<file path="config.mk">
export PLATFORM = sky130hd
export DESIGN_NAME = fft_peak_finder
export DESIGN_NICKNAME = d
export VERILOG_FILES = /design/src/rtl/fft_peak_finder.sv
export SDC_FILE = /design/constraint.sdc
export NUM_CORES = 1
export LEC_CHECK = 0
export BUFFER_PORTS_ARGS = -buffer_cell sky130_fd_sc_hd__buf_2
export CAP_MARGIN = 20
export CORE_ASPECT_RATIO = 0.9
export CORE_MARGIN = 3
export CORE_UTILIZATION = 45
export DETAILED_ROUTE_END_ITERATION = 8
export PLACE_DENSITY = 0.79
export SLEW_MARGIN = 25
export SYNTH_ARGS = -nofsm -noshare
export SYNTH_HDL_FRONTEND = slang
export SYNTH_SLANG_ARGS = --single-unit
</file>
<file path="constraint.sdc">
create_clock -name clk -period 2.1 [get_ports clk]
set_clock_uncertainty 0.05 [all_clocks]
set_input_delay 0.105 -clock clk [delete_from_list [all_inputs] [get_ports clk]]
set_output_delay 0.105 -clock clk [all_outputs]
set_load 0.05 [all_outputs]
</file>
<file path="src/rtl/fft_peak_finder.sv">
`default_nettype none
// ============================================================================
// Module      : fft_peak_finder
// Description : Scans a streamed FFT magnitude frame, tracks the strongest bin
//               inside the search window and reports the 5-bit compressed
//               peak magnitude plus its bin index once per completed frame.
// Revision    : 1.0 - initial release
// ============================================================================
module fft_peak_finder #(
    parameter int N_BINS    = 256,  // bins per frame (2..256)
    parameter int SKIP_LOW  = 2,    // bins below this index never win
    parameter int SCAN_BINS = 128,  // bins at or above this index never win
    parameter int SHIFT     = 6     // peak magnitude right shift before saturation
) (
    input  logic        clk,
    input  logic        rst,          // asynchronous, active-low
    input  logic        i_valid,
    input  logic        i_sop,
    input  logic [15:0] i_magn,
    output logic        o_valid,
    output logic [4:0]  o_magn,
    output logic [7:0]  o_max_id,
    output logic        o_frame_err
);

    localparam logic [1:0] ST_IDLE = 2'd0;
    localparam logic [1:0] ST_SCAN = 2'd1;
    localparam logic [1:0] ST_DONE = 2'd2;

    localparam logic [7:0] LAST_BIN = 8'(N_BINS - 1);
    // Window bounds held in 9 bits so SCAN_BINS = 256 is representable.
    localparam logic [8:0] WIN_LO   = 9'(SKIP_LOW);
    localparam logic [8:0] WIN_HI   = 9'(SCAN_BINS);

    logic [1:0]  state;
    logic [7:0]  bin_cnt;
    logic [15:0] best_mag;
    logic [7:0]  best_id;

    logic        start;
    logic        in_scan;
    logic        accept;
    logic        abort;
    logic        last_beat;
    logic        in_window;
    logic        take;
    logic [7:0]  eval_idx;
    logic [7:0]  base_id;
    logic [15:0] base_mag;
    logic [7:0]  next_id;
    logic [15:0] next_mag;
    logic [15:0] shifted;
    logic [4:0]  magn_sat;

    // Beat classification and peak comparison; a sop beat is always bin 0
    // evaluated against a cleared best, whichever state it arrives in.
    always_comb begin
        start     = i_valid & i_sop;
        in_scan   = (state == ST_SCAN);
        accept    = start | (in_scan & i_valid);
        abort     = in_scan & start;
        last_beat = in_scan & i_valid & ~i_sop & (bin_cnt == LAST_BIN);

        eval_idx  = start ? 8'd0  : bin_cnt;
        base_mag  = start ? 16'd0 : best_mag;
        base_id   = start ? 8'd0  : best_id;

        in_window = ({1'b0, eval_idx} >= WIN_LO) && ({1'b0, eval_idx} < WIN_HI);
        // Strict compare keeps the lowest index on ties.
        take      = in_window && (i_magn > base_mag);
        next_mag  = take ? i_magn   : base_mag;
        next_id   = take ? eval_idx : base_id;

        shifted   = next_mag >> SHIFT;
        magn_sat  = (shifted > 16'd31) ? 5'd31 : shifted[4:0];
    end

    // Frame state: any sop enters SCAN, the last bin enters DONE for one cycle.
    always_ff @(posedge clk or negedge rst) begin
        if (!rst) begin
            state <= ST_IDLE;
        end else if (start) begin
            state <= ST_SCAN;
        end else if (last_beat) begin
            state <= ST_DONE;
        end else if (!in_scan) begin
            state <= ST_IDLE;
        end
    end

    // Bin counter: points at the index of the next beat to be evaluated.
    always_ff @(posedge clk or negedge rst) begin
        if (!rst) begin
            bin_cnt <= 8'd0;
        end else if (start) begin
            bin_cnt <= 8'd1;
        end else if (last_beat) begin
            bin_cnt <= 8'd0;
        end else if (in_scan && i_valid) begin
            bin_cnt <= bin_cnt + 8'd1;
        end
    end

    // Running best over the accepted beats of the current frame.
    always_ff @(posedge clk or negedge rst) begin
        if (!rst) begin
            best_mag <= 16'd0;
            best_id  <= 8'd0;
        end else if (accept) begin
            best_mag <= next_mag;
            best_id  <= next_id;
        end
    end

    // Result registers: loaded from the final comparison so the last bin
    // counts and o_valid coincides with the DONE cycle.
    always_ff @(posedge clk or negedge rst) begin
        if (!rst) begin
            o_valid     <= 1'b0;
            o_frame_err <= 1'b0;
            o_magn      <= 5'd0;
            o_max_id    <= 8'd0;
        end else begin
            o_valid     <= last_beat;
            o_frame_err <= abort;
            if (last_beat) begin
                o_magn   <= magn_sat;
                o_max_id <= next_id;
            end
        end
    end

endmodule
`default_nettype wire

</file>
==> impl_metrics.tcl, run 1 <==
set metrics [dict create \
    status "finished with violations" \
    violations "negative setup slack" \
    setup_slack_ns -0.0813 \
    grt_usage_pct 17.4 \
    synth_flop_cell "dfrtp_1" \
    synth_edf_count 0 \
    fin_crit_ns 2.18 \
    leakage_nw 1.78 \
    max_stage_delay_ns 0.39 \
    power_frac_comb_pct 31.4 \
    die_x_microns 84.2 \
    grt_pass1_wl_microns 9070 \
    finalNonFillerCells 370 \
    numPortBuffers 34 \
    swShare_pct 29.8 \
    wl_microns 5270 \
    final_util_pct 65.8 \
    powerDensity_nw_per_um2 806 \
    avgSynthCellArea_sq_um 10.7 \
    critPathKind "register to register" \
    drc 0 \
    n_fill_cell 369 \
    grt_max_degree 21 \
    numCtsBuffers 5 \
    place.gp.congestion 0.785 \
    vias 1863 \
    final_cell_mix "49 x dfrtp_1, 34 x buf_2, 28 x buf_4, 23 x inv_1" \
    antenna_found_initial 0 \
    cp-startpoint "best_mag[1]$_DFFE_PN0P_" \
    ir_drop_mv 0.367 \
    syn_nets 268 \
    cts_root_buf "clkbuf_8" \
    worstPathMaxFanout 7 \
    num_rows 24 \
    wl_per_cell_microns 14.2 \
    seqPwrFrac_pct 42.5 \
    pwr-share-clk_pct 26.1 \
    synth_top_area_cell "dfrtp_1" \
    start_util_pct 48.8 \
    cts_sinks 49 \
    clockBufferDepth 2 \
    setup_viol 24 \
    ys_warn_count 0 \
    nets 341 \
    cp-start-kind "register" \
    crit_arrival_ns 2.36 \
    grt_overflow_total 0 \
    drtIter0Drc 114 \
    io_pins 35 \
    fp.coreArea_sq_um 5070 \
    slew_headroom_pct 72.0 \
    drive_above_1_share_pct 32.5 \
    crit_family "compound AO/OA/AOI/OAI gates" \
    final_common_cell "dfrtp_1" \
    p_switching_mw 0.802 \
    whs_ns 0.00594 \
    dpl_cell_area_sq_um 2990 \
    synth_top_area_share_pct 49.5 \
    r2r-start "best_mag[1]$_DFFE_PN0P_" \
    crit_chain "nand2_2, ha_4, nor2b_4, o211ai_1, a211oi_4, o41ai_4, buf_4, buf_12, mux2i_1" \
    rsz0062_at_grt "yes" \
    hold_start "i_magn[15]" \
    p_int_mw 1.89 \
    synth.area.top_cells "dfrtp_1 50%, mux2i_1 8.9%, ha_1 8.6%" \
    avgViaCountPerCell 5.04 \
    seq_area_frac_synth_pct 49.5 \
    grt_pass1_vias 1961 \
    seq_area_sq_um 1230 \
    clkLatencyLatePin_ns 0.30 \
    die-area_sq_um 6430 \
    die_y_microns 76.4 \
    slowest_stage "dfrtp_1" \
    slew_violations 0 \
    place_inst 346 \
    dr.pass1.iters 4 \
    fmax_ghz 0.458 \
    hp-class "primary input to register" \
    critPathRequiredTime_ns 2.28 \
    dp_slack_ns -0.261 \
    dp_hpwl_microns 3720 \
    area_growth_pct 34.9 \
    ys_ff_latch 49 \
    crit_buf_inv 2 \
    multi_input_area_sq_um 1290 \
    finalCritPeriodShare_pct 104 \
    cts_tree "built" \
    clk_pin_slew_worst_paths_ns 0.09 \
    synth_cells 231 \
    n_antenna_cell 0 \
    htreeDepth 2 \
    syn_area_sq_um 2470 \
    postSynth.asyncResetShare_pct 100 \
    final_area_sq_um 3340 \
    hold_violations 0 \
    worst_slew_pin_slew_ns 0.416 \
    end_kind "register" \
    max_cap_violations 0 \
    yosysUniqueCellTypes 35 \
    drtAntennaViolNets 0 \
]
kinds of logic after synthesis:
logic type | Yosys count | synth area share (%)
xor+xnor | 7 | 2.48
mux | 30 | 12.5
compound gates | 23 | 6.62
flops | 49 | 49.5
fa+ha+maj | 17 | 8.59
simple gates | 73 | 14.4
buf+inv | 32 | 5.81
cell usage after synthesis (2+ instances only):
library cell	instances
or4_1	2
o21a_1	2
o21ai_1	2
buf_4	2
clkbuf_1	4
nand2_1	30
o21ai_0	2
ha_1	17
a31oi_1	5
and2_1	3
nor4_1	2
nor3_1	8
mux2_1	8
dfrtp_1	49
xnor2_1	7
nor2_1	13
a21oi_1	7
mux2i_1	22
inv_1	23
nand4_1	6
nand2b_1	2
buf_6	2
per-stage QoR:
step                      setup TNS, ns  power [mW]
after detailed placement          -4.90        1.89
final                             -1.35        2.69
after global routing              -4.23        2.87
after floorplan                   -1.01        1.62
after global placement            -3.10        1.86
after CTS                       -0.0683        2.65
layer usage:
layer / wire length [microns] / track usage (%) / up-vias / part of all wire (%)
met2: 2430 / 27.4 / 38 / 46
met1: 2540 / 23.5 / 886 / 48
li1: - / - / 931 / -
met5: 0 / 0 / - / 0
met3: 236 / 4.76 / 8 / 4.5
met4: 54 / 4.98 / 0 / 1.0
state kept, by name, summed over array words and instances (netlist names):
| register | cells |
|---|---|
| o_frame_err | 1 |
| o_valid | 1 |
| bin_cnt | 8 |
| o_max_id | 8 |
| state | 2 |
| best_mag | 16 |
| best_id | 8 |
| o_magn | 5 |
timing repair:
item,in CTS,in global routing
cloned,0,1
gates resized for setup,6,8
hold buffers,8,2
endpoints found under the hold margin,22,2
setup endpoints to repair,24,24
pin swaps,1,5
buffers inserted,4,1
worst register-to-register path: cells and delay by family, from the launching register on:
family	cells	cell delay, ns
buffers and inverters	2	0.34
adder cells (fa/ha/maj)	1	0.21
AND/OR/NAND/NOR	2	0.22
multiplexers	1	0.20
flip-flops	1	0.39
AO/OA/AOI/OAI	3	0.68
area by class of cell:
class	count	area share, %
timing repair buffer	75	16.2
clock inverter	1	0.899
sequential	49	36.7
multi-input combinational	150	38.6
clock buffer	7	2.59
tap	65	2.44
inverter	23	2.59
power by group through the flow:
stage,combinational [mW],clock (mW),sequential (mW)
2_1_floorplan,0.482,0,1.14
3_3_place_gp,0.706,0,1.16
3_5_place_dp,0.735,0,1.16
4_1_cts,0.791,0.714,1.14
5_1_grt,0.939,0.768,1.16
6_report,0.844,0.703,1.14
worst paths after layout:
kind                                       endpoint  slack (ns)  cells past startpoint
min reg2reg                 o_max_id[4]$_DFFE_PN0P_        0.44                      1
min in group asynchronous   o_max_id[4]$_DFFE_PN0P_        0.20                      2
min                        best_mag[15]$_DFFE_PN0P_       0.006                      3
max reg2reg                best_mag[11]$_DFFE_PN0P_       -0.08                      9
max                        best_mag[11]$_DFFE_PN0P_       -0.08                      9
max in group asynchronous    bin_cnt[3]$_DFFE_PN0P_        1.18                      3
(Power assumes the default switching activity.)
==> run 2: changes to the inputs <==
--- a/config.mk
+++ b/config.mk
@@ -9,9 +9,9 @@
 export CAP_MARGIN = 20
 export CORE_ASPECT_RATIO = 0.9
 export CORE_MARGIN = 3
-export CORE_UTILIZATION = 45
+export CORE_UTILIZATION = 50
 export DETAILED_ROUTE_END_ITERATION = 8
-export PLACE_DENSITY = 0.79
+export PLACE_DENSITY = 0.85
 export SLEW_MARGIN = 25
 export SYNTH_ARGS = -nofsm -noshare
 export SYNTH_HDL_FRONTEND = slang
==> run 2 against run 1 <==
Against the previous run: the run still ends with negative setup slack left; sequential share of layout area is 0.62 points higher; highest routed layer unchanged; combinational power is 2.7% higher; wire length is 14% higher; utilization is 5.5 points higher; power hardly changed; maximum frequency is 4.1% lower; worst setup slack worse by 0.093 ns; register-to-register slack worse by 0.09 ns.
==> impl_metrics.tcl, run 2 (synthesis gave the netlist of run 1 again) <==
set metrics [dict create \
    setup_slack_ns -0.175 \
    drtAntennaViolNets 0 \
    leakage_nw 1.76 \
    hp-class "primary input to register" \
    hold_violations 0 \
    slew_violations 0 \
    clkLatencyLatePin_ns 0.30 \
    crit_arrival_ns 2.45 \
    io_pins 35 \
    hold_path_depth 3 \
    fin_tns_setup_ns -3.24 \
    die_x_microns 80.2 \
    clockBufferDepth 2 \
    r2r_cells 9 \
    grt_max_degree 21 \
    grt_pass1_wl_microns 9250 \
    clk_pin_slew_worst_paths_ns 0.09 \
    area_growth_pct 32.7 \
    drtIter0Drc 166 \
    wl_microns 6000 \
    violations "negative setup slack" \
    grt_pass1_vias 1963 \
    worstPathMaxFanout 7 \
    grt_overflow_total 0 \
    finalCritPeriodShare_pct 108 \
    avgViaCountPerCell 5.40 \
    wl_per_cell_microns 16.5 \
    rsz0062_at_grt "yes" \
    finalNonFillerCells 363 \
    place_inst 344 \
    max_cap_violations 0 \
    status "finished with violations" \
    rrSetupSlack_ns -0.17 \
    dp_hpwl_microns 3920 \
    nets 337 \
    cts_tree "built" \
    hold_end "best_mag[12]$_DFFE_PN0P_" \
    setup_viol 24 \
    critPathRequiredTime_ns 2.28 \
    cts_root_buf "clkbuf_8" \
    numCtsBuffers 5 \
    regToRegEndpoint "best_id[4]$_DFFE_PN0P_" \
    grt_usage_pct 20.7 \
    fin_crit_ns 2.27 \
    drc 0 \
    slew_headroom_pct 68.8 \
    largest_register_ffs 16 \
    final_cell_mix "49 x dfrtp_1, 34 x buf_2, 28 x buf_4, 23 x inv_1" \
    htreeDepth 2 \
    critPathKind "register to register" \
    die_y_microns 72.7 \
    end_kind "register" \
    vias 1959 \
    ir_drop_mv 0.390 \
    top_register "best_mag" \
    num_rows 23 \
    r2r-start "best_mag[1]$_DFFE_PN0P_" \
    worst_slew_pin_slew_ns 0.463 \
    fp.coreArea_sq_um 4600 \
    drive_above_1_share_pct 32.9 \
    dr.pass1.iters 4 \
    final_common_cell "dfrtp_1" \
    powerDensity_nw_per_um2 819 \
    place.gp.congestion 0.793 \
    numPortBuffers 34 \
    fmax_ghz 0.440 \
    start_util_pct 53.8 \
    hold_start "i_magn[12]" \
    cp-start-kind "register" \
    antenna_found_initial 0 \
    cts_sinks 49 \
    n_antenna_cell 0 \
    die-area_sq_um 5830 \
]
==> run 2: worst max path at each step <==
| stage | start | cells past startpoint | endpoint | slack (ns) |
|---|---|---|---|---|
| 3_5_place_dp | i_valid | 10 | best_mag[3]$_DFFE_PN0P_ | -0.24 |
| 6_report | best_mag[1]$_DFFE_PN0P_ | 9 | best_id[4]$_DFFE_PN0P_ | -0.17 |
| 5_1_grt | best_mag[8]$_DFFE_PN0P_ | 9 | best_mag[10]$_DFFE_PN0P_ | -0.24 |
| 2_1_floorplan | i_valid | 10 | best_mag[0]$_DFFE_PN0P_ | -0.05 |
| 4_1_cts | best_mag[14]$_DFFE_PN0P_ | 10 | best_mag[9]$_DFFE_PN0P_ | -0.11 |
| 3_3_place_gp | i_valid | 10 | best_mag[9]$_DFFE_PN0P_ | -0.11 |
==> run 2: through the flow <==
stage	power (mW)	instance area [sq um]	setup slack [ns]	hold WS [ns]	utilization (%)
2_1_floorplan	1.62	2630	-0.0548	-0.241	-
3_3_place_gp	1.86	2990	-0.111	0.0216	65.0
3_5_place_dp	1.90	2990	-0.242	0.0185	65.0
4_1_cts	2.61	3210	-0.114	0.00685	69.8
5_1_grt	2.84	3280	-0.237	0.0109	71.3
6_report	2.69	3280	-0.175	0.00323	71.3
==> run 2: where the power goes <==
part           internal (mW)  leakage [nW]  switching (mW)
logic                  0.429          1.04           0.438
registers               1.07         0.659          0.0818
clock network          0.358        0.0554           0.315
==> run 2: worst max-delay path, stage by stage (launching register included) <==
cell       delay (ns)
dfrtp_1          0.39
nand2_2          0.09
ha_4             0.21
nor2b_1          0.13
o211ai_1         0.25
a211oi_4         0.11
o41ai_4          0.40
buf_6            0.20
clkbuf_16        0.16
mux2i_1          0.20
==> run 2: cell type report <==
cell class | instances | area [sq um]
fill | 332 | 1320
multi-input combinational | 150 | 1280
sequential | 49 | 1230
timing repair buffer | 71 | 502
inverter | 23 | 86.3
tap | 62 | 77.6
clock buffer | 6 | 72.6
clock inverter | 2 | 38.8
==> run 2: timing repair <==
item / CTS / global route
buffers inserted: 4 / 1
gates cloned: 0 / 1
endpoints found under the setup margin: 24 / 24
gates resized for setup: 5 / 8
pin swaps: 2 / 7
endpoints found under the hold margin: 22 / 0
hold buffers: 5 / 0
==> run 2: routing by layer <==
| layer | routed length [microns] | track usage (%) |
|---|---|---|
| met5 | 0 | 0 |
| met4 | 201 | 9.01 |
| met3 | 274 | 3.09 |
| met2 | 2930 | 33.6 |
| met1 | 2590 | 27.8 |
==> run 3: changes to the inputs <==
--- a/config.mk
+++ b/config.mk
@@ -8,10 +8,10 @@
 export BUFFER_PORTS_ARGS = -buffer_cell sky130_fd_sc_hd__buf_2
 export CAP_MARGIN = 20
 export CORE_ASPECT_RATIO = 0.9
-export CORE_MARGIN = 3
+export CORE_MARGIN = 2
 export CORE_UTILIZATION = 50
 export DETAILED_ROUTE_END_ITERATION = 8
-export PLACE_DENSITY = 0.85
+export PLACE_DENSITY = 0.74
 export SLEW_MARGIN = 25
 export SYNTH_ARGS = -nofsm -noshare
 export SYNTH_HDL_FRONTEND = slang
==> run 3 against run 2 <==
Against the previous run: the run still ends with negative setup slack left; design area decreased by 0.34%; global-route usage fell by 0.86 points; wire length decreased by 12%; sequential cell count unchanged; final cell count grew 0.28%; combinational power decreased by 2%; critical path type unchanged; critical endpoint is now best_id[7]$_DFFE_PN0P_; largest cell class unchanged; highest routed layer unchanged.
==> impl_metrics.tcl, run 3 (synthesis gave the netlist of run 1 again) <==
set metrics [dict create \
    antenna_found_initial 0 \
    die_y_microns 70.7 \
    r2r-start "best_mag[15]$_DFFE_PN0P_" \
    place.gp.congestion 0.767 \
    wl_microns 5260 \
    violations "negative setup slack" \
    max_cap_violations 0 \
    hold_violations 0 \
    pwr-share-clk_pct 21.5 \
    slew_headroom_pct 74.6 \
    grt_pass1_wl_microns 8520 \
    end_kind "register" \
    setup_viol 24 \
    cts_tree "built" \
    die_x_microns 78.2 \
    finalCritPeriodShare_pct 106 \
    dpl_cell_area_sq_um 2990 \
    p_switching_mw 0.796 \
    endpoint "best_id[7]$_DFFE_PN0P_" \
    grt_max_degree 25 \
    status "finished with violations" \
    cp-startpoint "best_mag[15]$_DFFE_PN0P_" \
    ir_drop_mv 0.369 \
    setup_slack_ns -0.130 \
    fin_crit_ns 2.23 \
    crit_arrival_ns 2.38 \
    rsz0062_at_grt "yes" \
    htreeDepth 2 \
    drtAntennaViolNets 0 \
    rrSetupSlack_ns -0.13 \
    fmax_ghz 0.448 \
    powerDensity_nw_per_um2 776 \
    wl_per_cell_microns 14.4 \
    n_fill_cell 357 \
    drtIter0Drc 107 \
    start_util_pct 51.5 \
    slowest_stage "dfrtp_1" \
    fp.coreArea_sq_um 4800 \
    cts_sinks 49 \
    nets 335 \
    die-area_sq_um 5530 \
    hold_path_depth 3 \
    slew_violations 0 \
    clkLatencyLatePin_ns 0.30 \
    worst_slew_pin_slew_ns 0.377 \
    cp-start-kind "register" \
    grt_overflow_total 0 \
    numPortBuffers 34 \
    seqPwrFrac_pct 44.9 \
    dp_hpwl_microns 3630 \
    final_cell_mix "49 x dfrtp_1, 34 x buf_2, 24 x nand2_1, 23 x inv_1, 23 x buf_4" \
    numCtsBuffers 5 \
    crit_chain "nand2_2, ha_4, nand4_1, or2_1, a211oi_2, o41ai_4, buf_4, clkbuf_16, and3_4" \
    worstPathMaxFanout 5 \
    n_antenna_cell 0 \
    io_pins 35 \
    r2r_cells 9 \
    area_growth_pct 32.3 \
    finalNonFillerCells 364 \
    dp_slack_ns -0.238 \
    final_util_pct 68.1 \
    clockBufferDepth 2 \
    critPathRequiredTime_ns 2.25 \
    drc 0 \
    cts_root_buf "clkbuf_8" \
    max_stage_delay_ns 0.38 \
    place_inst 344 \
    hp-class "primary input to register" \
    power_frac_comb_pct 33.6 \
    whs_ns 0.00354 \
    fin_tns_setup_ns -1.28 \
    drive_above_1_share_pct 31.8 \
    critPathKind "register to register" \
    avgViaCountPerCell 5.12 \
    leakage_nw 1.73 \
    swShare_pct 31.3 \
    fin_total_pwr_mw 2.54 \
    top_register "best_mag" \
    vias 1864 \
    final_area_sq_um 3270 \
    clk_pin_slew_worst_paths_ns 0.09 \
    grt_usage_pct 19.9 \
    p_int_mw 1.75 \
    final_common_cell "dfrtp_1" \
    dr.pass1.iters 5 \
    largest_register_ffs 16 \
    num_rows 24 \
    grt_pass1_vias 1806 \
    regToRegEndpoint "best_id[7]$_DFFE_PN0P_" \
]
[run 3: changes by cell type in the layout (fill, tap and decap cells not counted), moves of 2 or more]
cell     before  now
buf_6         1    3
a21oi_1       7    5
a21oi_2       1    3
buf_4        28   23
ha_4          7    9
nand2_2       5    3
ha_1         10    8
nand2_1      22   24
[run 3: area by class of cell]
cell class,count,area [sq um],area share (%)
timing repair buffer,69,517,15.8
clock inverter,1,7.51,0.229
clock buffer,7,76.3,2.33
sequential,49,1230,37.5
tap,65,81.3,2.48
multi-input combinational,150,1280,39.1
inverter,23,86.3,2.64
[run 3: critical path: cells and delay by family (launching register included)]
family | cells | cell delay (ns)
AND/OR/NAND/NOR | 4 | 0.69
AO/OA/AOI/OAI | 2 | 0.39
flip-flops | 1 | 0.38
buffers and inverters | 2 | 0.34
adder cells (fa/ha/maj) | 1 | 0.27
[run 3: worst min path at each step]
stage                     from                  endpoint  slack [ns]
finish               i_magn[6]   best_mag[6]$_DFFE_PN0P_       0.004
global route         i_magn[6]   best_mag[6]$_DFFE_PN0P_       0.003
detailed placement         rst   o_max_id[5]$_DFFE_PN0P_       -0.01
global placement           rst   o_max_id[5]$_DFFE_PN0P_       -0.01
floorplan                  rst    best_id[0]$_DFFE_PN0P_       -0.24
CTS                 i_magn[12]  best_mag[12]$_DFFE_PN0P_       0.002
[run 3: timing repair]
item / CTS / global route
hold endpoints to repair: 18 / 0
hold buffers: 5 / 0
buffers inserted: 3 / 1
pin swaps: 1 / 7
gates resized for setup: 3 / 7
endpoints found under the setup margin: 24 / 24
cloned: 1 / 2
[run 3: per-layer routing]
metal | part of all wire (%) | vias to the layer above | track usage, %
li1 | - | 926 | -
met3 | 3.8 | 7 | 4.59
met5 | 0 | - | 0
met2 | 47 | 47 | 30.7
met1 | 48 | 884 | 28.5
met4 | 1.3 | 0 | 5.26
[run 3: power groups by stage]
stage | Combinational [mW] | Clock (mW) | Sequential (mW)
3_3_place_gp | 0.707 | 0 | 1.16
3_5_place_dp | 0.733 | 0 | 1.16
6_report | 0.853 | 0.546 | 1.14
2_1_floorplan | 0.482 | 0 | 1.14
4_1_cts | 0.805 | 0.560 | 1.14
5_1_grt | 0.943 | 0.609 | 1.16
